[config.mk]
export PLATFORM = sky130hd
export DESIGN_NAME = vga_timing_gen
export DESIGN_NICKNAME = d
export VERILOG_FILES = /design/src/rtl/vga_timing_gen.sv
export SDC_FILE = /design/constraint.sdc
export NUM_CORES = 1
export LEC_CHECK = 0
export BUFFER_PORTS_ARGS = -buffer_cell sky130_fd_sc_hd__buf_4
export CAP_MARGIN = 40
export CORE_MARGIN = 4
export CORE_UTILIZATION = 52
export CTS_BUF_LIST = sky130_fd_sc_hd__clkbuf_2
export DETAILED_ROUTE_END_ITERATION = 6
export PLACE_DENSITY = 0.75
export SLEW_MARGIN = 20
export SYNTH_ARGS = -nofsm -noshare
export SYNTH_HDL_FRONTEND = slang
export SYNTH_SLANG_ARGS = --single-unit
[constraint.sdc]
create_clock -name clk_50MHz -period 1.5 [get_ports clk_50MHz]
set_input_delay 0 -clock clk_50MHz [delete_from_list [all_inputs] [get_ports clk_50MHz]]
set_output_delay 0 -clock clk_50MHz [all_outputs]
set_load 0.03 [all_outputs]
[src/rtl/vga_timing_gen.sv]
// vga_timing_gen: parametrised VGA raster timing generator.
// Produces the pixel tick, H/V counters, sync, blanking and client pixel coordinates
// from a single system clock. The client colour returns PIXEL_LATENCY ticks after its
// request, so the sync/blank decode travels through a matching delay line to stay aligned.
module vga_timing_gen #(
  parameter int unsigned CLK_DIV       = 2,
  parameter int unsigned H_DISPLAY     = 640,
  parameter int unsigned H_FP          = 16,
  parameter int unsigned H_SYNC        = 96,
  parameter int unsigned H_BP          = 48,
  parameter int unsigned V_DISPLAY     = 480,
  parameter int unsigned V_FP          = 10,
  parameter int unsigned V_SYNC        = 2,
  parameter int unsigned V_BP          = 33,
  parameter bit          SYNC_POL      = 1'b0,
  parameter int unsigned RW            = 3,
  parameter int unsigned GW            = 3,
  parameter int unsigned BW            = 2,
  parameter int unsigned PIXEL_LATENCY = 0,
  localparam int unsigned CW = RW + GW + BW,
  localparam int unsigned XW = (H_DISPLAY > 1) ? $clog2(H_DISPLAY) : 1,
  localparam int unsigned YW = (V_DISPLAY > 1) ? $clog2(V_DISPLAY) : 1
) (
  input  logic          clk_50MHz,
  input  logic          RESET,
  input  logic          TEST_PATTERN,
  input  logic [CW-1:0] COLOR,
  output logic [XW-1:0] CURX,
  output logic [YW-1:0] CURY,
  output logic          REQ,
  output logic          PIX_CE,
  output logic          FRAME_START,
  output logic          hs_vga,
  output logic          vs_vga,
  output logic [RW-1:0] RED,
  output logic [GW-1:0] GREEN,
  output logic [BW-1:0] BLUE
);

  localparam int unsigned H_TOTAL  = H_DISPLAY + H_FP + H_SYNC + H_BP;
  localparam int unsigned V_TOTAL  = V_DISPLAY + V_FP + V_SYNC + V_BP;
  localparam int unsigned HW       = (H_TOTAL > 1) ? $clog2(H_TOTAL) : 1;
  localparam int unsigned VW       = (V_TOTAL > 1) ? $clog2(V_TOTAL) : 1;
  localparam int unsigned DW       = (CLK_DIV > 1) ? $clog2(CLK_DIV) : 1;
  // Width of one colour bar; the last bar absorbs any remainder by saturating.
  localparam int unsigned BAR_W    = (H_DISPLAY >= 8) ? (H_DISPLAY / 8) : 1;
  localparam int unsigned SW       = (BAR_W > 1) ? $clog2(BAR_W) : 1;
  localparam int unsigned HS_START = H_DISPLAY + H_FP;
  localparam int unsigned HS_END   = HS_START + H_SYNC;
  localparam int unsigned VS_START = V_DISPLAY + V_FP;
  localparam int unsigned VS_END   = VS_START + V_SYNC;

  localparam logic [HW-1:0] H_LAST = HW'(H_TOTAL - 1);
  localparam logic [VW-1:0] V_LAST = VW'(V_TOTAL - 1);
  localparam logic [DW-1:0] D_LAST = DW'(CLK_DIV - 1);
  localparam logic [SW-1:0] S_LAST = SW'(BAR_W - 1);

  logic [DW-1:0] d_q, d_d;
  logic [HW-1:0] h_q, h_d;
  logic [VW-1:0] v_q, v_d;
  logic [SW-1:0] seg_q, seg_d;
  logic [2:0]    bar_q, bar_d;
  logic          pix_ce;
  logic          act, hs_raw, vs_raw;
  // Pipeline entry: {hs, vs, act, bar[2:0]}; all-zero is an inactive blanked pixel.
  logic [5:0]    stage0, tail;

  logic          hs_q, vs_q;
  logic [RW-1:0] red_q, red_d;
  logic [GW-1:0] green_q, green_d;
  logic [BW-1:0] blue_q, blue_d;

  // With CLK_DIV=1 the divider stays at 0 and the tick is permanently high.
  assign pix_ce = (d_q == D_LAST);

  // Next-state for divider, raster counters and colour-bar counter
  always_comb begin
    d_d   = pix_ce ? '0 : d_q + 1'b1;
    h_d   = h_q;
    v_d   = v_q;
    seg_d = seg_q;
    bar_d = bar_q;
    if (pix_ce) begin
      if (h_q == H_LAST) begin
        h_d   = '0;
        v_d   = (v_q == V_LAST) ? '0 : v_q + 1'b1;
        seg_d = '0;
        bar_d = '0;
      end else begin
        h_d = h_q + 1'b1;
        if (seg_q == S_LAST) begin
          seg_d = '0;
          if (bar_q != 3'd7) bar_d = bar_q + 3'd1;
        end else begin
          seg_d = seg_q + 1'b1;
        end
      end
    end
  end

  // Counter state; reset wins over the pixel tick
  always_ff @(posedge clk_50MHz) begin
    if (RESET) begin
      d_q   <= '0;
      h_q   <= '0;
      v_q   <= '0;
      seg_q <= '0;
      bar_q <= '0;
    end else begin
      d_q   <= d_d;
      h_q   <= h_d;
      v_q   <= v_d;
      seg_q <= seg_d;
      bar_q <= bar_d;
    end
  end

  // Stage-0 decode of the current raster position
  always_comb begin
    act    = (32'(h_q) < H_DISPLAY) && (32'(v_q) < V_DISPLAY);
    hs_raw = (32'(h_q) >= HS_START) && (32'(h_q) < HS_END);
    vs_raw = (32'(v_q) >= VS_START) && (32'(v_q) < VS_END);
    stage0 = {hs_raw, vs_raw, act, bar_q};
  end

  assign REQ         = act;
  assign CURX        = act ? h_q[XW-1:0] : '0;
  assign CURY        = act ? v_q[YW-1:0] : '0;
  assign PIX_CE      = pix_ce;
  assign FRAME_START = pix_ce && (h_q == H_LAST) && (v_q == V_LAST);

  if (PIXEL_LATENCY == 0) begin : g_no_delay
    assign tail = stage0;
  end else begin : g_delay
    logic [5:0] dly_q [PIXEL_LATENCY];

    // Delay line matching the client colour latency, advanced on each pixel tick
    always_ff @(posedge clk_50MHz) begin
      if (RESET) begin
        for (int i = 0; i < int'(PIXEL_LATENCY); i++) dly_q[i] <= '0;
      end else if (pix_ce) begin
        dly_q[0] <= stage0;
        for (int i = 1; i < int'(PIXEL_LATENCY); i++) dly_q[i] <= dly_q[i-1];
      end
    end

    assign tail = dly_q[PIXEL_LATENCY-1];
  end

  // Colour selection for the pixel leaving the delay line
  always_comb begin
    red_d   = '0;
    green_d = '0;
    blue_d  = '0;
    if (tail[3]) begin
      if (TEST_PATTERN) begin
        red_d   = {RW{tail[2]}};
        green_d = {GW{tail[1]}};
        blue_d  = {BW{tail[0]}};
      end else begin
        red_d   = COLOR[CW-1 -: RW];
        green_d = COLOR[BW +: GW];
        blue_d  = COLOR[BW-1:0];
      end
    end
  end

  // Output register: sync and colour update together on the pixel tick
  always_ff @(posedge clk_50MHz) begin
    if (RESET) begin
      hs_q    <= 1'b0;
      vs_q    <= 1'b0;
      red_q   <= '0;
      green_q <= '0;
      blue_q  <= '0;
    end else if (pix_ce) begin
      hs_q    <= tail[5];
      vs_q    <= tail[4];
      red_q   <= red_d;
      green_q <= green_d;
      blue_q  <= blue_d;
    end
  end

  assign hs_vga = SYNC_POL ? hs_q : ~hs_q;
  assign vs_vga = SYNC_POL ? vs_q : ~vs_q;
  assign RED    = red_q;
  assign GREEN  = green_q;
  assign BLUE   = blue_q;

endmodule

Word-level counts from Yosys, hierarchy flattened
Index checks and enable logic that the tools add are counted.
- bits in registers: 41
- output and inout port bits: 32
- logic and storage cells: 52
- add/sub/neg operators: 5
- magnitude comparators: 6
- equality and inequality tests: 4
- multiplexer cells: 15
- bitwise operators: 2
- reductions and logical operators: 10
- operators with widths (operator ; number):
    10-bit two-way mux ; 3
    3-bit two-way mux ; 7
    10-bit by 1-bit adder with 10-bit output, second input constant ; 2
    10-bit equality test, second input constant ; 2
    10-bit less-than comparator, second input constant ; 2
    10-bit by 9-bit less-than comparator with 1-bit output, second input constant ; 2
    7-bit two-way mux ; 2
    10-bit >= comparator, second input constant ; 1
    10-bit by 9-bit >= comparator with 1-bit output, second input constant ; 1
    9-bit two-way mux ; 1
    7-bit by 1-bit adder with 7-bit output, second input constant ; 1
    7-bit equality test, second input constant ; 1
    1-bit logical AND ; 5
    2-bit two-way mux ; 2
    2-bit nonzero test ; 2
    3-bit by 1-bit adder with 3-bit output, second input constant ; 1
    3-bit inequality test, second input constant ; 1
    3-bit AND reduction ; 1
    1-bit inverter ; 2
    2-bit AND reduction ; 1
    2-bit OR reduction ; 1
    1-bit adder, second input constant ; 1

Longest topological paths before layout
- word-level depth: 4
- mapped depth: 6
- depth with buffers taken out: 6

Least setup slack after synthesis
Ideal clock, no wire load.
- path kind: register to output
- start: reg v_q[8]
- end: out CURX[0]
- data arrival time: 1.619 ns
- data required time: 1.500 ns
- setup slack: -0.119 ns
- cell stages (with the launch flop): 4
- buffers on the path: 1
- path through: dfxtp_1 and4_1 clkbuf_1 nor4_1
- cells in the longest elaborated chain, start to end: 3
- RTL lines (item ; RTL line ; text):
    start: declaration ; 60 ; logic [VW-1:0] v_q, v_d;
    start signal: assignment ; 112 ; v_q <= v_d;
    10-bit by 9-bit less-than comparator with 1-bit output ; 120 ; act = (32'(h_q) < H_DISPLAY) && (32'(v_q) < V_DISPLAY);
    1-bit logical AND ; 120 ;
    10-bit two-way mux ; 127 ; assign CURX = act ? h_q[XW-1:0] : '0;
    end: declaration ; 28 ; output logic [XW-1:0] CURX,
Every way passes these cells.

Worst setup path in the final report
- start: reg h_q[7]
- end: out CURY[2]
- cells in the longest elaborated chain, start to end: 3
- RTL lines (item ; RTL line ; text):
    start: declaration ; 59 ; logic [HW-1:0] h_q, h_d;
    start signal: assignment ; 105 ; h_q <= '0;
    start signal: assignment ; 111 ; h_q <= h_d;
    10-bit less-than comparator ; 120 ;
    1-bit logical AND ; 120 ;
    9-bit two-way mux ; 128 ; assign CURY = act ? v_q[YW-1:0] : '0;
    end: declaration ; 29 ; output logic [YW-1:0] CURY,
Every way passes these cells.

==> load_flow_metrics.sql <==
INSERT INTO impl_metrics (metric_group, metric, value, unit) VALUES
('sta', 'tightest_slew', '0.448', 'ns'),
('synthesis', 'synth-warning-count', '0', ''),
('sta', 'hold_viol', '1', ''),
('cells_and_area', 'final_layout_size_suffix_gt1_frac', '0.493', ''),
('sta', 'final_setup_violation_count', '48', ''),
('pwr', 'pwr_density_cell', '525', 'nW/um2'),
('setup_path', 'rr_worst_depth', '7', ''),
('setup_path', 'startpoint_type', 'register', ''),
('floorplanning', 'core.rowCount', '23', ''),
('floorplanning', 'design.die.area', '5430', 'um2'),
('sta', 'period_minus_slack', '1.77', 'ns'),
('synthesis', 'ys_ff_latch', '41', ''),
('synthesis', 'netlist-cell-type-count', '50', ''),
('outcome', 'failed_checks', 'negative hold slack, negative setup slack', ''),
('sta', 'finalClockSkew', '0.0154', 'ns'),
('detailed_routing', 'met3_length', '636', 'um'),
('setup_path', 'reg2reg_from', 'h_q[1]', ''),
('floorplanning', 'fp.coreArea', '4090', 'um2'),
('detailed_routing', 'top_signal_layer_used', 'met4', ''),
('clock_tree', 'cts_tree', 'done', ''),
('cells_and_area', 'area_growth', '58.8', '%'),
('clock_tree', 'tritoncts.num_buffers', '5', ''),
('global_routing', 'grt_util_all_layers', '0.245', ''),
('detailed_routing', 'met2_wirelength', '4040', 'um'),
('floorplanning', 'fp.dieW', '73.7', 'um'),
('synthesis', 'postSynth.asyncResetShare', '0', ''),
('placement', 'hpwl_after_detailed_placement', '4000', 'um'),
('detailed_routing', 'wire_per_inst', '19.9', 'um'),
('floorplanning', 'io_pins', '43', ''),
('detailed_routing', 'drt-met1-wl', '3150', 'um'),
('sta', 'postLayoutSetupSlackWorst', '-0.274', 'ns'),
('setup_path', 'timing_worst_setup_path_type', 'register to output pin', ''),
('sta', 'worst_hold_slack', '-0.0207', 'ns'),
('placement', 'place.gp.congestion', '0.832', ''),
('placement', 'port_buffers', '42', ''),
('detailed_routing', 'number_of_search_and_repair_iterations_in_the_first_detailed_routing_pass', '5', ''),
('global_routing', 'first_global_vias', '2122', ''),
('clock_tree', 'cts.root.buffer_cell', 'sky130_fd_sc_hd__clkbuf_2', ''),
('global_routing', 'total_congestion_overflow_after_global_routing', '0', ''),
('synthesis', 'post_synth_instance_area', '2240', 'um2'),
('pwr', 'total_power', '1.87', 'mW'),
('synthesis', 'syn-instance-count', '260', ''),
('global_routing', 'first_pass_grt_wire_length', '10300', 'um'),
('sta', 'relSlewSlack', '0.701', ''),
('detailed_routing', 'via_per_inst', '6.22', ''),
('sta', 'timing.setup.tns', '-7.25', 'ns'),
('clock_tree', 'clk_path_buf_depth', '2', ''),
('cells_and_area', 'antenna_cells', '0', ''),
('sta', 'period_utilization', '1.18', ''),
('pwr', 'power.static_leakage', '1.40', 'nW'),
('setup_path', 'worstPathArrival', '1.77', 'ns'),
('clock_tree', 'clock_sink_count', '41', ''),
('synthesis', 'synth_edf_count', '0', ''),
('outcome', 'status', 'finished with violations', ''),
('sta', 'report.final.slew_viol_count', '0', ''),
('setup_path', 'worst_path_fanout_max', '8', ''),
('pwr', 'vdd_ir_drop_max', '0.000521', 'V'),
('detailed_routing', 'drt-initial-drc-count', '291', ''),
('floorplanning', 'start_util', '0.549', ''),
('worst_hold_path', 'hold-path-cell-count', '3', ''),
('synthesis', 'synth.avg_cell_area', '8.63', 'um2'),
('global_routing', 'antenna_found_initial', '0', ''),
('global_routing', 'maximum_number_of_pins_on_one_net_before_global_route_repair', '17', ''),
('cells_and_area', 'mostFrequentLayoutCell', 'sky130_fd_sc_hd__buf_4', ''),
('clock_tree', 'cts.htree.levels', '2', ''),
('setup_path', 'element_type_at_the_critical_path_end', 'output pin', ''),
('cells_and_area', 'final_cells', '413', ''),
('detailed_routing', 'detail-route-antenna-nets', '0', ''),
('cells_and_area', 'finish.net_count', '381', ''),
('detailed_routing', 'drcViolationCount', '0', ''),
('sta', 'fmax', '564', 'MHz');
[final cells by class]
cell class | instances | area, um2
Tap cell | 50 | 62.6
Fill cell | 198 | 524
Clock buffer | 6 | 30.0
Clock inverter | 1 | 3.75
Sequential cell | 41 | 841
Multi-Input combinational cell | 199 | 1600
Inverter | 7 | 26.3
Timing Repair Buffer | 109 | 996
[metrics by stage]
step                instance area [um2]   util
global placement                   2780  0.681
finish                             3560  0.872
detailed placement                 2780  0.681
global route                       3560  0.872
floorplan                          2270      -
CTS                                3260  0.797
[cells in the mapped netlist, types with 2 or more instances]
master | instances | area, um2
sky130_fd_sc_hd__nor3_1 | 3 | 15.0
sky130_fd_sc_hd__inv_1 | 7 | 26.3
sky130_fd_sc_hd__a21o_1 | 2 | 15.0
sky130_fd_sc_hd__nand2b_1 | 6 | 37.5
sky130_fd_sc_hd__nand2_1 | 20 | 75.1
sky130_fd_sc_hd__a21oi_1 | 14 | 70.1
sky130_fd_sc_hd__o31ai_1 | 4 | 30.0
sky130_fd_sc_hd__and3_1 | 3 | 18.8
sky130_fd_sc_hd__nor3b_1 | 2 | 15.0
sky130_fd_sc_hd__nor2b_1 | 2 | 12.5
sky130_fd_sc_hd__xor2_1 | 10 | 87.6
sky130_fd_sc_hd__nand4b_1 | 2 | 17.5
sky130_fd_sc_hd__nor4_1 | 6 | 37.5
sky130_fd_sc_hd__xnor2_1 | 6 | 52.6
sky130_fd_sc_hd__and4_1 | 2 | 17.5
sky130_fd_sc_hd__ha_1 | 7 | 87.6
sky130_fd_sc_hd__clkbuf_8 | 3 | 41.3
sky130_fd_sc_hd__clkbuf_1 | 6 | 22.5
sky130_fd_sc_hd__and2_1 | 17 | 106
sky130_fd_sc_hd__mux2i_1 | 8 | 80.1
sky130_fd_sc_hd__or4_1 | 2 | 15.0
sky130_fd_sc_hd__nor2_1 | 19 | 71.3
sky130_fd_sc_hd__nor4b_1 | 2 | 17.5
sky130_fd_sc_hd__dfxtp_1 | 41 | 821
sky130_fd_sc_hd__o21ai_0 | 18 | 90.1
sky130_fd_sc_hd__nand4_1 | 17 | 106
sky130_fd_sc_hd__or3_1 | 3 | 18.8
sky130_fd_sc_hd__nand3_1 | 6 | 30.0
[sequential cells by signal, indices dropped and copies added, names as in the netlist]
register,cells
h_q,10
PIX_CE,1
hs_q,1
vs_q,1
RED,3
bar_q,3
seg_q,7
GREEN,3
BLUE,2
v_q,10
[final timing paths]
check,end,slack (ns)
worst max-delay path,CURY[2],-0.27
worst min register to register,GREEN[0],0.46
worst min-delay path,RED[1],-0.02
worst max register to register,v_q[6],-0.25
[critical path, stage by stage, from the launching register on]
cell                      delay, ns
sky130_fd_sc_hd__dfxtp_2       0.37
sky130_fd_sc_hd__buf_6         0.12
sky130_fd_sc_hd__o21a_4        0.23
sky130_fd_sc_hd__nor3_4        0.19
sky130_fd_sc_hd__buf_6         0.17
sky130_fd_sc_hd__and2_4        0.15
sky130_fd_sc_hd__buf_6         0.13
[where the power goes]
part	internal, mW	switching [mW]
Sequential	1.11	0.0176
Clock	0.108	0.365
Combinational	0.131	0.136
[routing by layer]
| metal | up-vias | global-route usage |
|---|---|---|
| li1 | 1131 | - |
| met1 | 1202 | 0.312 |
| met2 | 178 | 0.409 |
| met3 | 57 | 0.0479 |
| met4 | 0 | 0.0845 |
| met5 | - | 0 |
[logic make-up after synthesis]
kind of cell	Yosys count	share of synthesized area
AND/OR/NAND/NOR	124	0.331
AO/OA/AOI/OAI	44	0.114
flip-flops	41	0.366
buffers and inverters	20	0.0513
XOR/XNOR	16	0.0625
multiplexers	8	0.0357
adder cells (fa/ha/maj)	7	0.0390
[what timing repair did]
item | 4_1_cts | 5_1_grt
endpoints found under the hold margin | 17 | 0
pin swaps | 12 | 34
endpoints found under the setup margin | 29 | 48
gates cloned | 1 | 1
setup buffers | 11 | 12
hold buffers | 14 | 0
gates resized for setup | 59 | 66
Power figures use the tool's default switching activity.
